$ cat src/rtl/tdm_mux_pkg.sv
// rtl/tdm_mux_pkg.sv - shared TDM types and constants
// Purpose: state enum and slot geometry shared by the multiplexer and
//          any demultiplexer receivers.
// Ports:   none (package).
package tdm_pkg;
  typedef enum logic {
    IDLE = 1'b0,
    SEND = 1'b1
  } tdm_state_e;

  localparam int SLOTS  = 8;
  localparam int SEL_W  = 3;
  localparam int HOLD_W = 4;
endpackage

$ cat src/rtl/tdm_mux_if.sv
// rtl/tdm_mux_if.sv - TDM multiplexer request/serial bus interface
// Purpose: bundles the frame request handshake and the serialized slot bus.
// Ports:   start/din (request side), ack/ovr (handshake status),
//          mout/sel/mvalid/frame_end (serial slot bus).
//          master = requester/receiver side, slave = multiplexer side.
interface tdm_mux_if;
  import tdm_pkg::*;

  logic             start;
  logic [SLOTS-1:0] din;
  logic             ack;
  logic             ovr;
  logic             mout;
  logic [SEL_W-1:0] sel;
  logic             mvalid;
  logic             frame_end;

  modport master (
    output start, din,
    input  ack, ovr, mout, sel, mvalid, frame_end
  );

  modport slave (
    input  start, din,
    output ack, ovr, mout, sel, mvalid, frame_end
  );
endinterface

$ cat src/rtl/tdm_mux_slot_timer.sv
// rtl/tdm_mux_slot_timer.sv - per-slot hold counter
// Purpose: counts 0..HOLD-1 while run is high and flags the last cycle of
//          each slot; held at 0 while run is low.
// Ports:   clk, rst_n (async active-low), run (count enable),
//          cnt (current hold count), slot_done (last cycle of the slot).
module slot_timer
  import tdm_pkg::*;
#(
  parameter int HOLD = 1
) (
  input  logic              clk,
  input  logic              rst_n,
  input  logic              run,
  output logic [HOLD_W-1:0] cnt,
  output logic              slot_done
);
  localparam logic [HOLD_W-1:0] LAST = HOLD_W'(HOLD - 1);

  logic [HOLD_W-1:0] cnt_q;
  logic [HOLD_W-1:0] cnt_d;

  assign slot_done = run && (cnt_q == LAST);
  assign cnt       = cnt_q;

  always_comb begin
    cnt_d = cnt_q + 1'b1;
    if (!run || slot_done) begin
      cnt_d = '0;
    end
  end

  always_ff @(posedge clk or negedge rst_n) begin
    if (!rst_n) begin
      cnt_q <= '0;
    end else begin
      cnt_q <= cnt_d;
    end
  end
endmodule

$ cat src/rtl/tdm_mux.sv
// rtl/tdm_mux.sv - 8-slot time-division multiplexer
// Purpose: captures an 8-bit frame on start and serializes it one slot per
//          HOLD cycles on mout/sel, with back-to-back frame support.
// Ports:   clk, rst_n (async active-low), bus (tdm_mux_if.slave):
//          start/din in, ack/ovr/mout/sel/mvalid/frame_end out (all registered).
module tdm_mux
  import tdm_pkg::*;
#(
  parameter int HOLD = 1
) (
  input  logic      clk,
  input  logic      rst_n,
  tdm_mux_if.slave  bus
);
  localparam logic [SEL_W-1:0]  LAST_SLOT = SEL_W'(SLOTS - 1);
  localparam logic [SEL_W-1:0]  PREV_SLOT = SEL_W'(SLOTS - 2);
  localparam logic [HOLD_W-1:0] PRE_LAST  = HOLD_W'(HOLD - 2);

  tdm_state_e       state_q;
  logic [SLOTS-1:0] shadow_q;
  logic [SEL_W-1:0] sel_q;
  logic             mout_q;
  logic             mvalid_q;
  logic             ack_q;
  logic             ovr_q;
  logic             frame_end_q;

  logic [HOLD_W-1:0] cnt;
  logic              slot_done;
  logic              run;
  logic              frame_last;
  logic              pre_last;
  logic [SEL_W-1:0]  next_sel;

  assign run        = (state_q == SEND);
  assign frame_last = (sel_q == LAST_SLOT) && slot_done;
  // Next cycle is the final hold cycle of the current slot (only exists when HOLD > 1).
  assign pre_last   = (HOLD > 1) && (cnt == PRE_LAST);
  assign next_sel   = sel_q + 1'b1;

  slot_timer #(.HOLD(HOLD)) u_slot_timer (
    .clk       (clk),
    .rst_n     (rst_n),
    .run       (run),
    .cnt       (cnt),
    .slot_done (slot_done)
  );

  // Acceptance from IDLE spends one cycle in IDLE with ack high; slot 0 follows.
  // Back-to-back acceptance in the frame_end cycle goes straight to slot 0.
  // frame_end is registered one cycle ahead so it lands on the last slot-7 cycle.
  always_ff @(posedge clk or negedge rst_n) begin
    if (!rst_n) begin
      state_q     <= IDLE;
      shadow_q    <= '0;
      sel_q       <= '0;
      mout_q      <= 1'b0;
      mvalid_q    <= 1'b0;
      ack_q       <= 1'b0;
      ovr_q       <= 1'b0;
      frame_end_q <= 1'b0;
    end else begin
      ack_q       <= 1'b0;
      ovr_q       <= 1'b0;
      frame_end_q <= 1'b0;
      case (state_q)
        IDLE: begin
          if (ack_q) begin
            state_q  <= SEND;
            sel_q    <= '0;
            mout_q   <= shadow_q[0];
            mvalid_q <= 1'b1;
            ovr_q    <= bus.start;
          end else if (bus.start) begin
            shadow_q <= bus.din;
            ack_q    <= 1'b1;
          end
        end
        SEND: begin
          if (frame_last) begin
            sel_q <= '0;
            if (bus.start) begin
              shadow_q <= bus.din;
              ack_q    <= 1'b1;
              mout_q   <= bus.din[0];
            end else begin
              state_q  <= IDLE;
              mout_q   <= 1'b0;
              mvalid_q <= 1'b0;
            end
          end else begin
            ovr_q <= bus.start;
            if (slot_done) begin
              sel_q       <= next_sel;
              mout_q      <= shadow_q[next_sel];
              frame_end_q <= (HOLD == 1) && (sel_q == PREV_SLOT);
            end else begin
              frame_end_q <= pre_last && (sel_q == LAST_SLOT);
            end
          end
        end
        default: state_q <= IDLE;
      endcase
    end
  end

  assign bus.ack       = ack_q;
  assign bus.ovr       = ovr_q;
  assign bus.mout      = mout_q;
  assign bus.sel       = sel_q;
  assign bus.mvalid    = mvalid_q;
  assign bus.frame_end = frame_end_q;
endmodule
$ cat src/flat_wrapper.sv
// flat-port wrapper written by rule: the top's interface ports become plain ports
module tdm_mux_flat import tdm_pkg::*;
#(
  parameter int HOLD = 1
)
  (clk, rst_n, bus_start, bus_din, bus_ack, bus_ovr, bus_mout, bus_sel, bus_mvalid, bus_frame_end);
  tdm_mux_if bus_i ();
  input  logic clk;
  input  logic rst_n;
  input wire logic [$bits(bus_i.start)-1:0] bus_start;
  input wire logic [$bits(bus_i.din)-1:0] bus_din;
  output wire logic [$bits(bus_i.ack)-1:0] bus_ack;
  output wire logic [$bits(bus_i.ovr)-1:0] bus_ovr;
  output wire logic [$bits(bus_i.mout)-1:0] bus_mout;
  output wire logic [$bits(bus_i.sel)-1:0] bus_sel;
  output wire logic [$bits(bus_i.mvalid)-1:0] bus_mvalid;
  output wire logic [$bits(bus_i.frame_end)-1:0] bus_frame_end;
  assign bus_i.start = bus_start;
  assign bus_i.din = bus_din;
  assign bus_ack = bus_i.ack;
  assign bus_ovr = bus_i.ovr;
  assign bus_mout = bus_i.mout;
  assign bus_sel = bus_i.sel;
  assign bus_mvalid = bus_i.mvalid;
  assign bus_frame_end = bus_i.frame_end;
  tdm_mux #(.HOLD(HOLD)) u_core (.clk(clk), .rst_n(rst_n), .bus(bus_i));
endmodule
$ cat config.mk
export PLATFORM = sky130hd
export DESIGN_NAME = tdm_mux_flat
export DESIGN_NICKNAME = d
export VERILOG_FILES = /design/src/rtl/tdm_mux_pkg.sv /design/src/rtl/tdm_mux_if.sv /design/src/rtl/tdm_mux_slot_timer.sv /design/src/rtl/tdm_mux.sv /design/src/flat_wrapper.sv
export SDC_FILE = /design/constraint.sdc
export NUM_CORES = 1
export LEC_CHECK = 0
export CAP_MARGIN = 20
export CORE_MARGIN = 5
export CORE_UTILIZATION = 45
export CTS_CLUSTER_DIAMETER = 50
export CTS_CLUSTER_SIZE = 14
export DETAILED_ROUTE_END_ITERATION = 8
export GPL_TIMING_DRIVEN = 0
export HOLD_SLACK_MARGIN = 0.12
export PLACE_DENSITY = 0.73
export SYNTH_ARGS = -nofsm -noshare
export SYNTH_HDL_FRONTEND = slang
export SYNTH_SLANG_ARGS = --single-unit
export TNS_END_PERCENT = 30
$ cat constraint.sdc
create_clock -name clk -period 1.9 [get_ports clk]
set_clock_uncertainty 0.2 [all_clocks]
set_input_delay 0.19 -clock clk [delete_from_list [all_inputs] [get_ports clk]]
set_output_delay 0.19 -clock clk [all_outputs]
set_load 0.005 [all_outputs]
== Yosys cells after proc, flatten, opt, wreduce, memory -nomap -nowiden ==
Index checks and enable logic that the tools add are counted.

* Output and inout bits: 8
* Bits in registers: 21

* Bitwise operators: 1
* $lt $le $gt $ge: 1
* Muxes and demuxes: 33
* Add/subtract/negate cells: 2
* Equality and inequality tests: 7
* Reductions and logical operators: 8

{| class="wikitable"
|+ Operators with widths
! cell !! number
|-
| 8-bit 2-to-1 mux || 3
|-
| 1-bit 2-to-1 mux || 18
|-
| 8-bit one-hot mux with 2 select lines || 1
|-
| 1-bit one-hot mux with 2 select lines || 5
|-
| 3-bit 2-to-1 mux || 3
|-
| 3-bit equality test, second input constant || 2
|-
| 2-bit inequality test, second input constant || 3
|-
| 3-bit one-hot mux with 2 select lines || 1
|-
| 4-bit by 1-bit adder with 4-bit output, second input constant || 1
|-
| 4-bit zero test || 1
|-
| 3-bit by 4-bit < comparator with 1-bit output, second input constant || 1
|-
| 4-bit 2-to-1 mux || 1
|-
| 2-bit AND reduction || 2
|-
| 3-bit by 1-bit adder with 3-bit output, second input constant || 1
|-
| 1-bit binary-select mux with 3-bit select || 1
|-
| 3-bit inequality test, second input constant || 1
|-
| 3-bit AND reduction || 1
|-
| 1-bit logical AND || 2
|-
| 2-bit by 1-bit inequality test with 1-bit output, second input constant || 1
|-
| 1-bit zero test || 1
|-
| 1-bit logical OR || 1
|-
| 1-bit NOT || 1
|}

== Depth between registers and ports, before layout ==
* Word-level depth: 6
* Depth in mapped cells: 7
* Mapped depth without buffers: 6

== Hierarchy ==
A second synthesis with hierarchy kept.

* Cells, all modules: 86
* Area, all modules: 1,051.0 µm²

{| class="wikitable"
|+ Modules (own cells, without submodules)
! module !! instances !! area each (µm²) !! cells each
|-
| tdm_mux || 1 || 830.8 || 66
|-
| slot_timer || 1 || 220.2 || 20
|}

== Worst setup path after synthesis ==
OpenSTA, ideal clock, no wires.

* Path type: reg-to-reg
* Start point: register u_core.sel_q[1], in the netlist u_core.bus.sel[1]
* End point: register u_core.shadow_q[0]
* Buffers on the path: 0
* Data arrival time: 1,602 ps
* Clock period less this slack: 1,927 ps
* Slack: -27 ps
* Cell stages (with the launch flop): 6
* Setup time: 125 ps
* Cell sequence: dfrtp_1 > ha_1 > ha_1 > and3_4 > o21ai_4 > mux2_2

* Cells in the longest elaborated chain, start to end: 4

{| class="wikitable"
|+ RTL lines
! item !! line !! source
|-
| start: declaration || tdm_mux.sv:21 || <nowiki>logic [SEL_W-1:0] sel_q;</nowiki>
|-
| start signal: assignment || tdm_mux.sv:94 || <nowiki>sel_q <= next_sel;</nowiki>
|-
| 3-bit equality test || tdm_mux.sv:36 || <nowiki>assign frame_last = (sel_q == LAST_SLOT) && slot_done;</nowiki>
|-
| 1-bit logical AND || tdm_mux.sv:36 ||
|-
| 2-bit inequality test (no source line) || -- ||
|-
| 2-bit AND reduction (no source line) || -- ||
|-
| end signal: assignment || tdm_mux.sv:75 || <nowiki>shadow_q <= bus.din;</nowiki>
|-
| end signal: assignment || tdm_mux.sv:83 || <nowiki>shadow_q <= bus.din;</nowiki>
|-
| end: declaration || tdm_mux.sv:20 || <nowiki>logic [SLOTS-1:0] shadow_q;</nowiki>
|}

No other way between the ends.
A chain may end at the register's enable or synchronous reset.

== Worst setup path in the final report ==
* Start point: register u_core.u_slot_timer.cnt_q[1], in the netlist u_core.u_slot_timer.cnt[1]
* End point: register u_core.shadow_q[2]

* Cells in the longest elaborated chain, start to end: 5

{| class="wikitable"
|+ RTL lines
! item !! line !! source
|-
| start: declaration || tdm_mux_slot_timer.sv:19 || <nowiki>logic [HOLD_W-1:0] cnt_q;</nowiki>
|-
| start signal: assignment || tdm_mux_slot_timer.sv:36 || <nowiki>cnt_q <= cnt_d;</nowiki>
|-
| 4-bit zero test || tdm_mux_slot_timer.sv:22 || <nowiki>assign slot_done = run && (cnt_q == LAST);</nowiki>
|-
| 1-bit logical AND || tdm_mux_slot_timer.sv:22 ||
|-
| 1-bit logical AND || tdm_mux.sv:36 ||
|-
| 2-bit inequality test (no source line) || -- ||
|-
| 2-bit AND reduction (no source line) || -- ||
|}

No other way between the ends.

==> results.txt <==
Row generation in the floorplan step produced 17 rows. The detailed router placed 751 vias in this run. Synthesis instantiated 26 different standard cells from the library.

Final instance area: 1414 sq um. More flip-flops sit in one register than any other, and that register is u_core.shadow_q. The per-cell routed wire length came out at 15.03 microns. The delay of the slowest cell on the worst path came out at 420 ps.

The time the worst path needs with I/O delays and setup is 1982 ps. The slowest cell on the critical path was sky130_fd_sc_hd__dfrtp_1. The top cell types in the final layout, fill and taps aside, are 21 x sky130_fd_sc_hd__dfrtp_1, 18 x sky130_fd_sc_hd__clkdlybuf4s50_1, 10 x sky130_fd_sc_hd__buf_4, 9 x sky130_fd_sc_hd__mux2_4, 7 x sky130_fd_sc_hd__inv_1. The sequential power share came out at 0.350. sky130_fd_sc_hd__dfrtp_1 takes more of the synthesized area than any other cell. The residual overflow from global routing was 0. The count of final hold-check violations came out at 0. After detailed routing, the number of vias per cell comes to 5.215. The core area was 2170 sq um. Overall power consumption after layout is estimated at 2.093 mW. The area of the mapped netlist is 996.0 sq um, and the maximum VDD drop is 0.9039 mV. The proportion of power drawn by combinational gates is 0.545, and the total routed wirelength is 2.165 mm. Critical path data required time: 1900 ps.

Timing would allow up to 504.6 MHz. The remaining max-slew budget at the tightest pin was 0.3855; the fraction of post-synthesis cell area in the top cell type by area was 0.5276. The detail route stage leaves a number of antenna-violating nets equal to 0.

The die is 57.05 microns wide. For the least setup slack across all paths after layout, the log shows -81.77 ps. The total buffers and inverters traversed by the critical path is 2, and the die area is 3254 sq um. At the end of routability-driven placement, the weighted congestion stood at 0.6894.

Across the run, the number of max-cap violations was 0. TritonCTS built the clock tree. Counting every instance in the synthesized netlist gives 83. Buffers placed on the I/O ports in this run total 18. The critical path goes through inv_1 -> ha_1 -> nor3b_4 -> and3_4 -> o21ai_4 -> clkbuf_16 -> mux2_4. Starting density of the core: 0.4591. The switching part of the total power was 0.3293; the clock sink count was 21.

The clock-pin slew on the worst setup and hold paths came out at 120 ps. Cell area power density: 1480 nW/um^2. The antenna diode count is 0, and the average size of a mapped cell is 12.00 sq um. The number of global-route vias before repair was 709. The fraction of layout cells with a size suffix above 1 came out at 0.2672. The logs give 0.5276 for the portion of the post-synthesis area used by sequential elements and 99 for the net count after synthesis. For the number of pins with negative max-slew slack in the final report, the log shows 0.

In this run the worst path has a maximum fanout of 4. The clock reaches the later pin of the worst-skew pair after 310 ps. Category of cells accounting for the largest share of critical-path delay: simple AND/OR/NAND/NOR gates.

The initial antenna violation count came out at 0. The synthesis-to-layout area growth is 41.96%, and the count of hold-fix buffers inserted at cts is 0. Setup repair after global routing could not meet its margin everywhere. The logs give 1 for the number of levels in the clock H-tree and 1214 sq um for the placed cell area. The count of synthesis-stage warnings from yosys is 0. STA classifies the critical path endpoint as a register. For the pin with the worst max-slew slack, the measured transition is 918.9 ps.

The share of total power in the clock network was 0.105. The vertical die dimension is 57.05 microns. The count of unresolved DRC violations after routing is 0.

In this run the static leakage power is 0.6740 nW. Internal power comes to 1.404 mW. The switching power summed over all nets was 0.6891 mW. Entering global routing, the biggest net connects 22 pins. The type of the tightest min-delay check is input pin to asynchronous set/reset pin. Summed over all nets, the half-perimeter wirelength after detailed placement is 1.310 mm.

Global-route usage over all layers: 0.1254. The count of final setup violators was 9. The first detailed-routing pass took 4 iterations. Sorting the synthesized cells by area gives the leading types as sky130_fd_sc_hd__dfrtp_1 53%, sky130_fd_sc_hd__mux2_2 10%, sky130_fd_sc_hd__ha_1 6.3%.

The checks that failed: setup timing. STA puts the critical path data arrival time at 1990 ps. The synthesized flop and latch total came out at 21. Master cell of the clock root buffer: sky130_fd_sc_hd__clkbuf_4. The library cell used most frequently in the layout, excluding fill and tap cells, is sky130_fd_sc_hd__dfrtp_1. STA classifies the critical path startpoint as a register. The first global-routing pass estimated 3.153 mm of wire.

The period utilization came out at 1.043. For the violation count after the first detailed-routing iteration, the log shows 11. 19 I/O pins were placed.

Clock tree synthesis inserted a total of 3 buffers. The longest clock path from root to sink contains 2 buffers. The critical path is of the register to register type.

The final layout contains 133 nets. The run finished, with violations left. The flip-flop count of the largest register after layout was 8. The setup slack of the worst register-to-register path came out at -80 ps.
==> per-stage QoR <==
| stage | utilization | TNS [ps] | hold slack [ps] | std cells | setup WS (ps) |
|---|---|---|---|---|---|
| CTS | 0.5980 | -493.7 | 234.3 | 137 | -68.55 |
| finish | 0.6517 | -573.3 | 186.0 | 144 | -81.77 |
| detailed placement | 0.5594 | -967.9 | 293.1 | 129 | -121.7 |
| global placement | 0.5594 | -660.0 | 285.8 | 129 | -81.56 |
| floorplan | - | 0 | -305.6 | 83 | 28.83 |
| global route | 0.6517 | -1367 | 274.7 | 144 | -142.5 |
==> worst reg2reg max path, stage by stage, from the launching register on <==
cell                        delay, ps
sky130_fd_sc_hd__dfrtp_1          420
sky130_fd_sc_hd__inv_1             60
sky130_fd_sc_hd__ha_1             160
sky130_fd_sc_hd__nor3b_4          240
sky130_fd_sc_hd__and3_4           260
sky130_fd_sc_hd__o21ai_4           80
sky130_fd_sc_hd__clkbuf_16        170
sky130_fd_sc_hd__mux2_4           290
==> power by group through the flow <==
stage	Clock, mW	Combinational [mW]	Sequential, mW
after floorplan	0	0.574	0.713
after global placement	0	0.828	0.721
after detailed placement	0	0.851	0.733
after CTS	0.218	0.945	0.716
after global routing	0.242	1.23	0.757
final	0.220	1.14	0.732
==> path summary, 6_finish.rpt <==
path                                             from                  to  cells past startpoint
setup / recovery           u_core.u_slot_timer.cnt[1]  u_core.shadow_q[2]                      7
setup reg to reg           u_core.u_slot_timer.cnt[1]  u_core.shadow_q[2]                      7
max in group asynchronous                       rst_n   u_core.bus.sel[0]                      1
hold / removal                                  rst_n  u_core.shadow_q[5]                      1
hold reg to reg                    u_core.shadow_q[4]  u_core.shadow_q[4]                      1
min in group clk                           bus_din[4]  u_core.shadow_q[4]                      2
==> metal layers <==
metal	track usage	part of all wire	routed length [microns]
met1	0.1455	0.41	892
met5	0	0	0
met4	0.04967	0.013	28
met2	0.2202	0.53	1148
met3	0.03167	0.044	96
==> final cells by class <==
| type | instances | area, sq um |
|---|---|---|
| Inverter | 7 | 26.28 |
| Sequential cell | 21 | 525.5 |
| Multi-Input combinational cell | 53 | 496.7 |
| Buffer | 2 | 11.26 |
| Tap cell | 28 | 35.03 |
| Timing Repair Buffer | 29 | 292.8 |
| Clock buffer | 4 | 26.28 |
| Fill cell | 189 | 755.7 |
==> cell families (layout without fill, tap and decap cells) <==
| logic type | Yosys count | in the layout | share of synthesized area |
|---|---|---|---|
| compound gates | 11 | 11 | 0.07915 |
| fa+ha+maj | 5 | 5 | 0.06281 |
| simple gates | 24 | 24 | 0.1420 |
| xor+xnor | 1 | 1 | 0.008796 |
| mux | 12 | 12 | 0.1445 |
| flops | 21 | 21 | 0.5276 |
| buf+inv | 9 | 42 | 0.03517 |
==> repair_timing <==
item | CTS | global route
pin swaps | 1 | 3
gates cloned | 0 | 1
gates resized for setup | 2 | 11
endpoints found under the setup margin | 9 | 9
buffers inserted | 4 | 6
==> cell usage after synthesis <==
| cell type | count |
|---|---|
| sky130_fd_sc_hd__nand2_1 | 3 |
| sky130_fd_sc_hd__clkbuf_1 | 1 |
| sky130_fd_sc_hd__inv_1 | 7 |
| sky130_fd_sc_hd__nor3b_4 | 1 |
| sky130_fd_sc_hd__xor2_1 | 1 |
| sky130_fd_sc_hd__o21ai_4 | 1 |
| sky130_fd_sc_hd__nand3_1 | 3 |
| sky130_fd_sc_hd__nor2b_1 | 2 |
| sky130_fd_sc_hd__nand3b_1 | 1 |
| sky130_fd_sc_hd__a21oi_1 | 5 |
| sky130_fd_sc_hd__a22o_1 | 1 |
| sky130_fd_sc_hd__mux2_2 | 9 |
| sky130_fd_sc_hd__buf_2 | 1 |
| sky130_fd_sc_hd__nor3_1 | 2 |
| sky130_fd_sc_hd__ha_1 | 5 |
| sky130_fd_sc_hd__dfrtp_1 | 21 |
| sky130_fd_sc_hd__a221oi_1 | 1 |
| sky130_fd_sc_hd__and3_4 | 1 |
| sky130_fd_sc_hd__a31oi_1 | 2 |
| sky130_fd_sc_hd__mux2i_1 | 2 |
| sky130_fd_sc_hd__nand2b_1 | 3 |
| sky130_fd_sc_hd__nor2_1 | 6 |
| sky130_fd_sc_hd__o31ai_1 | 1 |
| sky130_fd_sc_hd__nor3b_1 | 1 |
| sky130_fd_sc_hd__mux4_2 | 1 |
| sky130_fd_sc_hd__and3_1 | 1 |
No activity file was read; power rests on OpenSTA's default activity.
